[config.mk]
export PLATFORM = sky130hd
export DESIGN_NAME = pwm_decode
export DESIGN_NICKNAME = d
export VERILOG_FILES = /design/src/rtl/pwm_pkg.sv /design/src/rtl/sync_edge.sv /design/src/rtl/pwm_decode.sv
export SDC_FILE = /design/constraint.sdc
export NUM_CORES = 1
export LEC_CHECK = 0
export BUFFER_PORTS_ARGS = -buffer_cell sky130_fd_sc_hd__buf_2
export CORE_ASPECT_RATIO = 0.8
export CORE_UTILIZATION = 50
export CTS_BUF_LIST = sky130_fd_sc_hd__clkbuf_8
export DETAILED_ROUTE_END_ITERATION = 16
export GPL_TIMING_DRIVEN = 0
export PLACE_DENSITY = 0.77
export SLEW_MARGIN = 10
export SYNTH_ARGS = -nofsm -noshare
export SYNTH_HDL_FRONTEND = slang
export SYNTH_SLANG_ARGS = --single-unit
[constraint.sdc]
create_clock -name clk -period 5.3 [get_ports clk]
set_input_delay 1.325 -clock clk [delete_from_list [all_inputs] [get_ports clk]]
set_output_delay 1.325 -clock clk [all_outputs]
set_load 0.01 [all_outputs]
[src/rtl/pwm_pkg.sv]
// rtl/pwm_pkg.sv - shared PWM command codes, state encoding, defaults and classification helpers
package pwm_pkg;

  localparam int DEFAULT_PERIOD = 50_000;
  localparam int DEFAULT_TOL    = 500;
  localparam int CNT_W          = 17;

  localparam logic [7:0] CODE_ZERO  = 8'h30;
  localparam logic [7:0] CODE_FORTY = 8'h63;
  localparam logic [7:0] CODE_FULL  = 8'h78;

  typedef enum logic [1:0] {
    ST_IDLE    = 2'd0,
    ST_MEASURE = 2'd1,
    ST_STEADY  = 2'd2
  } pwm_state_e;

  typedef enum logic [1:0] {
    CNT_INC   = 2'd0,
    CNT_START = 2'd1,
    CNT_CLEAR = 2'd2
  } cnt_op_e;

  typedef struct packed {
    logic       ok;
    logic [7:0] code;
  } pwm_class_t;

  function automatic logic [CNT_W-1:0] sat_inc(input logic [CNT_W-1:0] v, input logic en);
    return (en && (v != '1)) ? v + 1'b1 : v;
  endfunction

  function automatic logic [17:0] abs18(input logic signed [17:0] v);
    return (v < 0) ? 18'(-v) : 18'(v);
  endfunction

  // 18-bit signed math so that short periods never wrap when compared against nominal
  function automatic pwm_class_t classify(input logic [CNT_W-1:0] period,
                                          input logic [CNT_W-1:0] high,
                                          input int nom, input int tol);
    logic signed [17:0] p_s, h_s, nom_s, tol_s, forty_s, full_lo_s;
    logic [17:0]        tol_u;
    pwm_class_t         res;
    p_s       = $signed({1'b0, period});
    h_s       = $signed({1'b0, high});
    nom_s     = 18'(nom);
    tol_s     = 18'(tol);
    tol_u     = 18'(tol);
    forty_s   = 18'((2 * nom) / 5);
    full_lo_s = 18'(nom - tol);
    res = '{ok: 1'b0, code: CODE_ZERO};
    if (abs18(p_s - nom_s) <= tol_u) begin
      if (h_s <= tol_s) begin
        res = '{ok: 1'b1, code: CODE_ZERO};
      end else if (abs18(h_s - forty_s) <= tol_u) begin
        res = '{ok: 1'b1, code: CODE_FORTY};
      end else if (h_s >= full_lo_s) begin
        res = '{ok: 1'b1, code: CODE_FULL};
      end
    end
    return res;
  endfunction

endpackage

[src/rtl/sync_edge.sv]
// rtl/sync_edge.sv - two-flop synchronizer plus edge-detect flop
module sync_edge (
  input  logic clk,
  input  logic rst_n,
  input  logic din,
  output logic level,
  output logic rise,
  output logic fall
);

  logic [2:0] sr;

  always_ff @(posedge clk or negedge rst_n) begin
    if (!rst_n) begin
      sr <= '0;
    end else begin
      sr <= {sr[1:0], din};
    end
  end

  assign level = sr[1];
  assign rise  = sr[1] & ~sr[2];
  assign fall  = ~sr[1] & sr[2];

endmodule

[src/rtl/pwm_decode.sv]
// rtl/pwm_decode.sv - measures a remote PWM line and decodes its duty into a command byte
module pwm_decode
  import pwm_pkg::*;
#(
  parameter int PERIOD = DEFAULT_PERIOD,
  parameter int TOL    = DEFAULT_TOL
) (
  input  logic        clk,
  input  logic        rst_n,
  input  logic        pwm_in,
  output logic [7:0]  code,
  output logic        code_valid,
  output logic        code_chg,
  output logic [16:0] duty,
  output logic        err
);

  localparam logic [CNT_W-1:0] TIMEOUT_CNT = CNT_W'(PERIOD + TOL);
  localparam logic [CNT_W-1:0] PERIOD_CNT  = CNT_W'(PERIOD);

  logic             level, rise, fall;
  pwm_state_e       state, state_next;
  cnt_op_e          cnt_op;
  logic [CNT_W-1:0] period_cnt, high_cnt;
  logic             emit, err_set;
  logic [7:0]       emit_code;
  logic [16:0]      emit_duty;
  pwm_class_t       cls;
  logic [7:0]       level_code;
  logic [16:0]      level_duty;

  sync_edge u_sync (
    .clk   (clk),
    .rst_n (rst_n),
    .din   (pwm_in),
    .level (level),
    .rise  (rise),
    .fall  (fall)
  );

  assign level_code = level ? CODE_FULL : CODE_ZERO;
  assign level_duty = level ? PERIOD_CNT : '0;
  assign cls        = classify(period_cnt, high_cnt, PERIOD, TOL);

  always_ff @(posedge clk or negedge rst_n) begin
    if (!rst_n) begin
      state <= ST_IDLE;
    end else begin
      state <= state_next;
    end
  end

  always_comb begin
    state_next = state;
    cnt_op     = CNT_INC;
    emit       = 1'b0;
    emit_code  = code;
    emit_duty  = duty;
    err_set    = 1'b0;
    case (state)
      ST_IDLE: begin
        if (rise) begin
          state_next = ST_MEASURE;
          cnt_op     = CNT_START;
        end else if (period_cnt >= TIMEOUT_CNT) begin
          state_next = ST_STEADY;
          cnt_op     = CNT_START;
          emit       = 1'b1;
          emit_code  = level_code;
          emit_duty  = level_duty;
        end
      end
      ST_MEASURE: begin
        // The rise cycle is the first cycle of the next period, so counters restart at it
        if (rise) begin
          cnt_op = CNT_START;
          if (cls.ok) begin
            emit      = 1'b1;
            emit_code = cls.code;
            emit_duty = high_cnt;
          end else begin
            err_set = 1'b1;
          end
        end else if (period_cnt >= TIMEOUT_CNT) begin
          state_next = ST_STEADY;
          cnt_op     = CNT_START;
          emit       = 1'b1;
          emit_code  = level_code;
          emit_duty  = level_duty;
        end
      end
      ST_STEADY: begin
        if (rise) begin
          state_next = ST_MEASURE;
          cnt_op     = CNT_START;
        end else if (fall) begin
          state_next = ST_IDLE;
          cnt_op     = CNT_CLEAR;
        end else if (period_cnt >= PERIOD_CNT) begin
          cnt_op    = CNT_START;
          emit      = 1'b1;
          emit_code = level_code;
          emit_duty = level_duty;
        end
      end
      default: begin
        state_next = ST_IDLE;
        cnt_op     = CNT_CLEAR;
      end
    endcase
  end

  always_ff @(posedge clk or negedge rst_n) begin
    if (!rst_n) begin
      period_cnt <= '0;
      high_cnt   <= '0;
    end else begin
      case (cnt_op)
        CNT_START: begin
          period_cnt <= CNT_W'(1);
          high_cnt   <= {{(CNT_W-1){1'b0}}, level};
        end
        CNT_CLEAR: begin
          period_cnt <= '0;
          high_cnt   <= '0;
        end
        default: begin
          period_cnt <= sat_inc(period_cnt, 1'b1);
          high_cnt   <= sat_inc(high_cnt, level);
        end
      endcase
    end
  end

  always_ff @(posedge clk or negedge rst_n) begin
    if (!rst_n) begin
      code       <= CODE_ZERO;
      duty       <= '0;
      code_valid <= 1'b0;
      code_chg   <= 1'b0;
      err        <= 1'b0;
    end else begin
      code_valid <= emit;
      code_chg   <= emit && (emit_code != code);
      err        <= err_set;
      if (emit) begin
        code <= emit_code;
        duty <= emit_duty;
      end
    end
  end

endmodule

* Word-level counts from Yosys, hierarchy flattened
Index checks and enable logic that the tools add are counted.
Widths: inputs -> output; s select.
** Word-level totals
- Register bits after elaboration :: 67
- Input bits :: 3
- Logic and storage cells :: 101
** Operators by class
- Add/subtract/negate cells :: 6
- $lt $le $gt $ge :: 8
- Equality and inequality tests :: 14
- Multiplexer cells :: 51
- Bitwise logic cells :: 4
- Reductions and logical operators :: 9
** Operator list (count)
- $mux 17 :: 9
- $pmux 17 s2 :: 2
- $mux 8 :: 7
- $ge 17x16->1 const B :: 3
- $pmux 17 s3 :: 1
- $le 18x9->1 const B :: 2
- $lt 18x1->1 const B :: 2
- $mux 18 :: 2
- $mux 9 :: 4
- $neg 18->18 :: 2
- $add 17x1->17 const B :: 2
- $ne 17x17->1 const B :: 2
- $pmux 8 s3 :: 1
- $sub 17x15->18 const B :: 1
- $sub 17x16->18 const B :: 1
- $le 17x9->1 const B :: 1
- $mux 16 :: 1
- $mux 2 :: 7
- $mux 1 :: 13
- $ne 2x2->1 const B :: 5
- $reduce_bool 3->1 :: 3
- $ne 8x8->1 :: 1
- $mux 7 :: 1
- $reduce_and 7->1 :: 1
- other kinds (12) :: 18

* Longest topological paths before layout
Gate-level depths: netlist (run 1).
- Depth after elaboration :: 12
- Mapped depth :: 20
- Depth with buffers taken out :: 18

* Cells and area by module
From an unflattened synthesis (run 1), not the netlist that was laid out.
** Second synthesis, totals
- Cell total of the unflattened synthesis :: 714
- Area, all modules :: 5720.5 µm²
** By module, submodules not included
- pwm_decode :: instances 1, cells an instance 709, area each 5630.4 µm²
- sync_edge :: instances 1, cells an instance 5, area each 90.1 µm²

* Worst setup path after synthesis (run 1)
No wires, ideal clock.
- Path type :: register to register
- From :: reg period_cnt[4]
- To :: reg duty[12]
- Library setup time :: 121 ps
- Arrival time :: 3920 ps
- Data required time :: 5179 ps
- Path slack :: 1259 ps
- Cell stages (with the launch flop) :: 16
- Path buffers :: 3
- Cells stage by stage :: dfrtp_1 -> clkbuf_1 -> inv_1 -> ha_1 -> buf_2 -> nor2b_1 -> o21ai_1 -> nor4_1 -> o211ai_1 -> nor4_1 -> a221oi_1 -> a2111oi_4 -> a31oi_4 -> or4_4 -> buf_6 -> a22o_1
** Between the ends
- Cells in the longest elaborated chain, start to end :: 9
** RTL lines
- from (decl) :: line pwm_decode.sv:24 : logic [CNT_W-1:0] period_cnt, high_cnt;
- from (signal assigned) :: line pwm_decode.sv:128 : period_cnt <= sat_inc(period_cnt, 1'b1);
- $sub 17x16->18 :: line pwm_pkg.sv:52 : if (abs18(p_s - nom_s) <= tol_u) begin
- $neg 18->18 / $lt 18x1->1 (equally long branches) :: line pwm_pkg.sv:34 : return (v < 0) ? 18'(-v) : 18'(v);
- $mux 18 :: line pwm_pkg.sv:34
- $le 18x9->1 :: line pwm_pkg.sv:52
- $mux 9 :: line pwm_pkg.sv:52
- $mux 1 :: line pwm_decode.sv:77 : if (cls.ok) begin
- $mux 1 :: line pwm_decode.sv:75 : if (rise) begin
- $pmux 1 s3 :: line pwm_decode.sv:60 : case (state)
- $reduce_and 7->1 (no line)
- to (signal assigned) :: line pwm_decode.sv:148 : duty <= emit_duty;
- to (decl) :: line pwm_decode.sv:14 : output logic [16:0] duty,
Parallel ways exist; a longest one is shown, timed or not. The select of a mux whose other input is x is not followed.
A chain may end at the register's enable or synchronous reset.

* Worst setup path in the final report (run 1)
- From :: reg period_cnt[4]
- To :: reg duty[1]
Same word-level chain as after synthesis.

==> out/qor.yml, run 1 <==
clock_tree:
  clk_path_buf_depth: 2
  cts.sinks: 67
  clockRootBuffer: "clkbuf_8"
  clock_latency_ns: 0.36
  tritoncts: "done"
  cts_inserted_buffers: 9
  clkTransAtPathRegs_ns: 0.09
  htreeDepth: 3
timing:
  final-setup-viol-count: 0
  setup-tns-final_ns: 0
  slew_headroom_pct: 48.1
  fin_crit_sh_pct: 92.4
  hold_viol: 0
  max_freq_mhz: 204
  report.final.slew_viol_count: 0
  fin_skew_ns: 0.0124
  min_period_ns: 4.90
  rsz0062_at_grt: "no"
  worstMarginPinSlew_ns: 0.775
  whs_ns: 0.419
worst_setup_path:
  worstSetupStartpointType: "register"
  cp_top_family: "compound AO/OA/AOI/OAI gates"
  path_buf_inv: 4
  critPathSlowestCell: "or4_4"
  max_stage_delay_ns: 0.62
  worstSetupEndpointType: "register"
  cp_cell_sequence: "clkbuf_1, inv_1, ha_1, buf_2, nor2b_1, o21ai_0, a211oi_1, nand4_1, o21ai_0, nand2b_1, a2111oi_4, a31oi_4, or4_4, buf_6, a22o_1"
  path_max_fanout: 10
  required_ns: 5.55
  arrival_ns: 5.14
  path_class: "register to register"
  path_common_cell: "o21ai_0"
yosys:
  yosys_warnings: 0
  syn-num-nets: 760
  synth_top_cell_area_share_pct: 28.1
  async_flop_share_pct: 100
  synth_ff_type: "dfrtp_1"
  avgSynthCellArea_um2: 7.90
  ys_seq_area_share_pct: 29.0
  netlist_instances: 732
  synth_edf_count: 0
  yosys-top-cells-area: "dfrtp_1 28%, ha_1 5.4%, o21ai_0 4.8%"
  ys_types: 83
  synth_area_um2: 5790
  synth.largest_area_cell: "dfrtp_1"
  ys_ff_latch: 67
global_route:
  grt_pass1_vias: 5476
  grt_max_degree: 37
  grt_pass1_wl_um: 28100
  antenna_found_initial: 0
  grt.overflow.total: 0
  grt_util_all_layers_pct: 29.5
route:
  wl_um: 17000
  vias: 6013
  vias_per_cell: 6.50
  first_pass_iters: 5
  drtIter0Drc: 706
  wl_per_cell_um: 18.4
  drc_errors: 0
  ant_nets: 0
pwr:
  p_leak_nw: 2.68
  vdd_drop_max_uv: 209
  powerDensity_nw_per_um2: 297
run_status:
  status: "finished clean"
die:
  die_area_um2: 12000
  io_pins: 31
  die_h_um: 98.2
  core_area_um2: 11100
  rows: 34
  initial_core_util_pct: 52.3
  die_w_um: 122
place:
  place_hpwl_um: 12500
  io_buffers: 30
  gp_congestion: 0.927
finish:
  final_util_pct: 57.9
  drive_gt1_share_pct: 12.3
  multi_input_area_um2: 3730
  diodes: 0
  fin_nets: 804
  register_area_um2: 1680
  syn_to_final_growth_pct: 10.6
  num-fill-cells: 1053
min_path:
  hold_path_class: "register to register"
job:
  drv_cap: 0
[area by class of cell]
class	instances	share of cell area [%]
plain buffers	55	3.89
clock buffers	11	2.37
clock inverters	5	1.31
inverters	37	2.17
multi-input cells	573	58.3
flip-flops and latches	67	26.2
well taps	144	2.82
repair buffers	33	2.93
[per-stage QoR]
stage	setup slack [ns]	cell area (µm²)	power, mW	cells
after CTS	0.340	6370	1.89	923
after global placement	0.480	6120	1.35	906
after floorplan	1.26	5790	1.15	732
after detailed placement	0.381	6140	1.37	907
final	0.403	6400	1.90	925
after global routing	0.0871	6400	2.03	925
[power by group]
group,total [mW],internal (mW),leakage (nW),switching [mW]
clock,0.516,0.292,0.112,0.224
sequential,0.635,0.571,0.902,0.0640
combinational,0.752,0.255,1.66,0.497
[cells by family (layout without fill, tap and decap cells)]
family,after synthesis,in the layout,synth area share (%)
multiplexers,8,8,1.38
buffers and inverters,92,141,6.70
AND/OR/NAND/NOR,279,279,25.4
flip-flops,67,67,29.0
AO/OA/AOI/OAI,233,233,27.6
XOR/XNOR,28,28,4.50
adder cells (fa/ha/maj),25,25,5.41
[final timing paths]
check	to	slack (ns)	from	cells after the start
max in group asynchronous	duty[13]$_DFFE_PN0P_	3.85	rst_n	2
min	u_sync.sr[1]$_DFF_PN0_	0.42	u_sync.sr[0]$_DFF_PN0_	0
max	duty[1]$_DFFE_PN0P_	0.40	period_cnt[4]$_DFFE_PN0P_	15
min reg2reg	u_sync.sr[1]$_DFF_PN0_	0.42	u_sync.sr[0]$_DFF_PN0_	0
max reg2reg	duty[1]$_DFFE_PN0P_	0.40	period_cnt[4]$_DFFE_PN0P_	15
min in group asynchronous	period_cnt[12]$_DFFE_PN0P_	0.89	rst_n	1
[flip-flops by register name (all words and copies together) (netlist names)]
name,flops
high_cnt,17
err,1
code_chg,1
duty,17
code_valid,1
period_cnt,17
code,8
u_sync.sr,3
state,2
[Yosys cell counts, types with 10 or more instances]
master / instances
clkbuf_1: 36
o41ai_1: 16
a21oi_1: 48
inv_1: 34
nand4_1: 17
nand2_1: 53
nor2b_1: 10
xor2_1: 14
and3_1: 10
nor3_1: 21
nand3_1: 32
ha_1: 25
nor2_1: 70
buf_2: 16
dfrtp_1: 65
a22o_1: 13
nand2b_1: 10
o21ai_0: 56
xnor2_1: 12
[worst reg2reg max path, stage by stage, from the launching register on]
cell and delay, ns:
dfrtp_1 0.48, clkbuf_1 0.37, inv_1 0.16, ha_1 0.22
buf_2 0.17, nor2b_1 0.34, o21ai_0 0.26, a211oi_1 0.33
nand4_1 0.24, o21ai_0 0.27, nand2b_1 0.14, a2111oi_4 0.52
a31oi_4 0.25, or4_4 0.62, buf_6 0.17, a22o_1 0.24
[routing by layer]
layer  GRT usage (%)  up-vias  share of wire (%)  routed length (µm)
met1            44.2     2887                 47                7920
li1                -     2808                  -                   -
met2            42.6      289                 43                7360
met5               0        -                  0                   0
met3            5.14       29                8.7                1490
met4            9.29        0                1.5                 253
[repair_timing]
action                     CTS  global route
gates resized for setup      0             2
buffers inserted             0             2
hold buffers                 0             0
setup endpoints to repair    0            14
[placed cells by master (no fill, tap or decap), drive strengths merged, types with 3 or more instances in the layout]
| cell type | n |
|---|---|
| o22ai | 4 |
| and2 | 8 |
| o211ai | 8 |
| a41oi | 3 |
| nand2b | 10 |
| a21boi | 4 |
| a2111oi | 3 |
| buf | 52 |
| a22oi | 5 |
| a21oi | 49 |
| inv | 36 |
| a31oi | 11 |
| clkbuf | 47 |
| a221oi | 4 |
| nor3b | 3 |
| a22o | 13 |
| a211oi | 9 |
| o41ai | 16 |
| and3 | 10 |
| mux2i | 8 |
| nor4b | 5 |
| nor2 | 70 |
| nand2 | 53 |
| nor4 | 10 |
| or3 | 9 |
| nand3 | 32 |
| xor2 | 15 |
| or4 | 7 |
| dfrtp | 65 |
| nand4 | 17 |
| a21o | 3 |
| nor3 | 22 |
| o21ai | 61 |
| nor2b | 10 |
| ha | 25 |
| o31ai | 6 |
| xnor2 | 13 |
| o21a | 4 |
| or2 | 7 |
Note: power is estimated with default switching activity, not from simulation.
==> run 2, diff against run 1 <==
--- a/config.mk
+++ b/config.mk
@@ -7,3 +7,3 @@
 export LEC_CHECK = 0
-export BUFFER_PORTS_ARGS = -buffer_cell sky130_fd_sc_hd__buf_2
+export BUFFER_PORTS_ARGS = -buffer_cell sky130_fd_sc_hd__buf_4
 export CORE_ASPECT_RATIO = 0.8
@@ -17,2 +17,3 @@
 export SYNTH_HDL_FRONTEND = slang
+export SYNTH_HIERARCHICAL = 1
 export SYNTH_SLANG_ARGS = --single-unit
--- a/constraint.sdc
+++ b/constraint.sdc
@@ -3,2 +3,2 @@
 set_output_delay 1.325 -clock clk [all_outputs]
-set_load 0.01 [all_outputs]
+set_load 0.02 [all_outputs]
==> run 2 against run 1 <==
Sequential share of layout area is 0.29 points higher; critical path depth stayed put; core utilization is 0.40 points lower; global-route usage is 1.2 points lower; non-clock buffer count down 5; clock-buffer cell count shrank 2; register-to-register slack lost 0.22 ns; clock power down 16%; critical endpoint is now duty[0]$_DFFE_PN0P_; largest power group unchanged; highest routed layer unchanged.
==> out/qor.yml, run 2 <==
run_status:
  status: "finished clean"
worst_setup_path:
  path_class: "register to register"
  reg2reg_setup_slack_ns: 0.19  # -0.22 ns
  worstSetupEndpointType: "register"
  required_ns: 5.56  # about the same
  r2r_start: "high_cnt[5]$_DFFE_PN0P_"
  critPathSlowestCell: "or4_1"
  max_stage_delay_ns: 0.72  # +0.10 ns
  worstSetupStartpointType: "register"
  cp_cell_sequence: "clkbuf_1, inv_1, ha_1, nor3b_2, o311ai_2, buf_2, nor3_1, a21oi_1, a32oi_1, or4_1, o21ai_4, a31oi_4, a2111o_1, buf_6, a22o_1"
  r2r_cells: 15  # unchanged
  reg2reg_to: "duty[0]$_DFFE_PN0P_"
  path_max_fanout: 10  # unchanged
  arrival_ns: 5.37  # +0.23 ns
pwr:
  seqPwrFrac_pct: 35.9  # +2.5 points
  p_sw_uw: 682  # -13%
  swShare_pct: 41.7  # +0.50 points
  intPower_uw: 952  # -15%
  clock_power_share_pct: 26.6  # -0.5 points
  vdd_drop_max_uv: 169  # -19%
  power.share.combinational_pct: 37.5  # -2.0 points
  p_leak_nw: 2.62  # -2.2%
  powerDensity_nw_per_um2: 258  # -13%
route:
  vias: 5790  # -3.7%
  drtIter0Drc: 473  # -33%
  first_pass_iters: 6  # +1
  wl_per_cell_um: 17.8  # -3.3%
  wl_um: 16100  # -5.5%
  vias_per_cell: 6.40  # -1.5%
  drc_errors: 0  # unchanged
  ant_nets: 0  # unchanged
finish:
  final_util_pct: 57.4  # -0.40 points
  fin_cells: 904  # -2.3%
  drive_gt1_share_pct: 11.2  # -1.1 points
  syn_to_final_growth_pct: 10.7  # about the same
  fin_nets: 780  # -3.0%
  num-fill-cells: 1023  # -2.8%
  mostFrequentLayoutCell: "nor2_1"
  multi_input_area_um2: 3690  # -0.94%
  largestRegisters: "duty x17, high_cnt x17, period_cnt x17"
  register_area_um2: 1680  # unchanged
  final_cell_mix: "70 x nor2_1, 65 x dfrtp_1, 59 x nand2_1"
  diodes: 0  # unchanged
timing:
  fin_skew_ns: 0.00615  # -0.00625 ns
  fin_crit_sh_pct: 96.5  # +4.1 points
  hold_viol: 0  # unchanged
  min_period_ns: 5.11  # +0.216 ns
  worstMarginPinSlew_ns: 1.24  # +0.462 ns
  report.final.slew_viol_count: 0  # unchanged
  final-setup-viol-count: 0  # unchanged
  rsz0062_at_grt: "no"
  whs_ns: 0.349  # -0.0699 ns
  setup-tns-final_ns: 0  # unchanged
  max_freq_mhz: 196  # -4.2%
  slew_headroom_pct: 17.0  # -31 points
  setup_slack_ns: 0.187  # -0.216 ns
die:
  core_area_um2: 11000  # -0.38%
  die_w_um: 122  # -0.56%
  rows: 34  # unchanged
  initial_core_util_pct: 51.9  # -0.39 points
  die_area_um2: 11900  # -1.1%
  die_h_um: 97.7  # -0.55%
  io_pins: 31  # unchanged
global_route:
  grt.overflow.total: 0  # unchanged
  antenna_found_initial: 0  # unchanged
  grt_pass1_vias: 5396  # -1.5%
  grt_pass1_wl_um: 26800  # -4.5%
  grt_util_all_layers_pct: 28.3  # -1.2 points
  grt_max_degree: 68  # +84%
clock_tree:
  clkTransAtPathRegs_ns: 0.08  # about the same
  tritoncts: "done"
  clock_latency_ns: 0.37  # about the same
  cts_inserted_buffers: 9  # unchanged
  clk_path_buf_depth: 2  # unchanged
  clockRootBuffer: "clkbuf_8"
  htreeDepth: 3  # unchanged
  cts.sinks: 67  # unchanged
yosys:
  netlist_instances: 714  # -2.5%
  async_flop_share_pct: 100  # unchanged
  synthTopCellsByCount: "70 x nor2_1, 65 x dfrtp_1, 59 x nand2_1"
  syn-num-nets: 739  # -2.8%
  yosysMostFrequentCell: "nor2_1"
  ys_types: 77  # -7.2%
  synth_top_cell_area_share_pct: 28.4  # +0.32 points
  synth_edf_count: 0  # unchanged
  yosys_warnings: 6  # +6
  ys_ff_latch: 67  # unchanged
  synth_area_um2: 5720  # -1.1%
  synth.largest_area_cell: "dfrtp_1"
  synth_ff_type: "dfrtp_1"
  yosys-top-cells-area: "dfrtp_1 28%, ha_1 4.8%, nor2_1 4.6%"
  avgSynthCellArea_um2: 8.01  # +1.4%
  ys_seq_area_share_pct: 29.4  # +0.33 points
min_path:
  min_from: "u_sync/sr[0]$_DFF_PN0_"
  hold_path_class: "register to register"
  hold_depth: 0  # unchanged
  hold_path_end: "u_sync/sr[1]$_DFF_PN0_"
place:
  dp_cells: 888  # -2.1%
  gp_congestion: 0.941  # +1.6%
  place_ws_ns: 0.309  # -0.0726 ns
  io_buffers: 30  # unchanged
  place_hpwl_um: 11700  # -6.4%
job:
  drv_cap: 0  # unchanged
run 2: cell types whose count changed after synthesis, moves of 5 or more:
cell,previous run,this run
a21oi_1,48,38
nand4_1,17,7
a211oi_1,9,4
xnor2_1,12,21
a22oi_1,5,0
mux2i_1,8,2
nand2_1,53,59
buf_2,16,10
a21o_1,3,10
o21ai_0,56,51
run 2: cell families (layout without fill, tap and decap cells):
family / after synthesis / in the layout / share of synthesized area (%)
AND/OR/NAND/NOR: 276 / 276 / 25.0
XOR/XNOR: 39 / 39 / 5.97
adder cells (fa/ha/maj): 22 / 22 / 4.81
buffers and inverters: 86 / 132 / 6.26
flip-flops: 67 / 67 / 29.4
AO/OA/AOI/OAI: 221 / 221 / 28.1
multiplexers: 3 / 3 / 0.547
run 2: critical path: cells and delay by family, from the launching register on:
| family | cells | cell delay [ns] |
|---|---|---|
| flip-flops | 1 | 0.51 |
| AO/OA/AOI/OAI | 7 | 2.02 |
| buffers and inverters | 4 | 1.10 |
| adder cells (fa/ha/maj) | 1 | 0.32 |
| AND/OR/NAND/NOR | 3 | 1.02 |
run 2: timing repair:
action                     4_1_cts  5_1_grt
hold buffers                     0        0
setup endpoints to repair        0       10
gates resized for setup          0        2
buffers inserted                 0        0
run 2: worst max path at each step:
stage                         startpoint              endpoint  slack, ns  cells past startpoint
2_1_floorplan    high_cnt[5]$_DFFE_PN0P_  duty[12]$_DFFE_PN0P_       1.23                     15
3_3_place_gp     high_cnt[5]$_DFFE_PN0P_  duty[12]$_DFFE_PN0P_       0.38                     15
3_5_place_dp     high_cnt[5]$_DFFE_PN0P_  duty[13]$_DFFE_PN0P_       0.31                     15
4_1_cts        period_cnt[4]$_DFFE_PN0P_   duty[5]$_DFFE_PN0P_       0.27                     15
5_1_grt          high_cnt[5]$_DFFE_PN0P_   duty[3]$_DFFE_PN0P_       0.06                     15
6_report         high_cnt[5]$_DFFE_PN0P_   duty[0]$_DFFE_PN0P_       0.19                     15
run 2: metal layers:
metal  vias up  routed length (µm)  track usage, %
met3        23                1360            5.99
met2       275                7480            44.1
li1       2707                   -               -
met4         0                 167            8.26
met5         -                   0               0
met1      2785                7090            39.2
run 2: power by group through the flow:
stage	clock network [mW]	registers, mW	logic (mW)
detailed placement	0	0.596	0.597
global placement	0	0.592	0.576
CTS	0.440	0.585	0.599
finish	0.435	0.587	0.612
global route	0.464	0.593	0.688
floorplan	0	0.583	0.439
run 2: cell type report:
cell class	count	share of cell area [%]
buffer	53	3.70
clock buffer	9	1.96
clock inverter	7	1.11
inverter	33	1.96
multi-input combinational	561	58.4
sequential	67	26.5
tap	144	2.85
timing repair buffer	30	3.56
run 2: stage by stage:
stage	area [µm²]	power, mW
2_1_floorplan	5720	1.02
3_3_place_gp	6130	1.17
3_5_place_dp	6130	1.19
4_1_cts	6320	1.62
5_1_grt	6330	1.74
6_report	6330	1.63
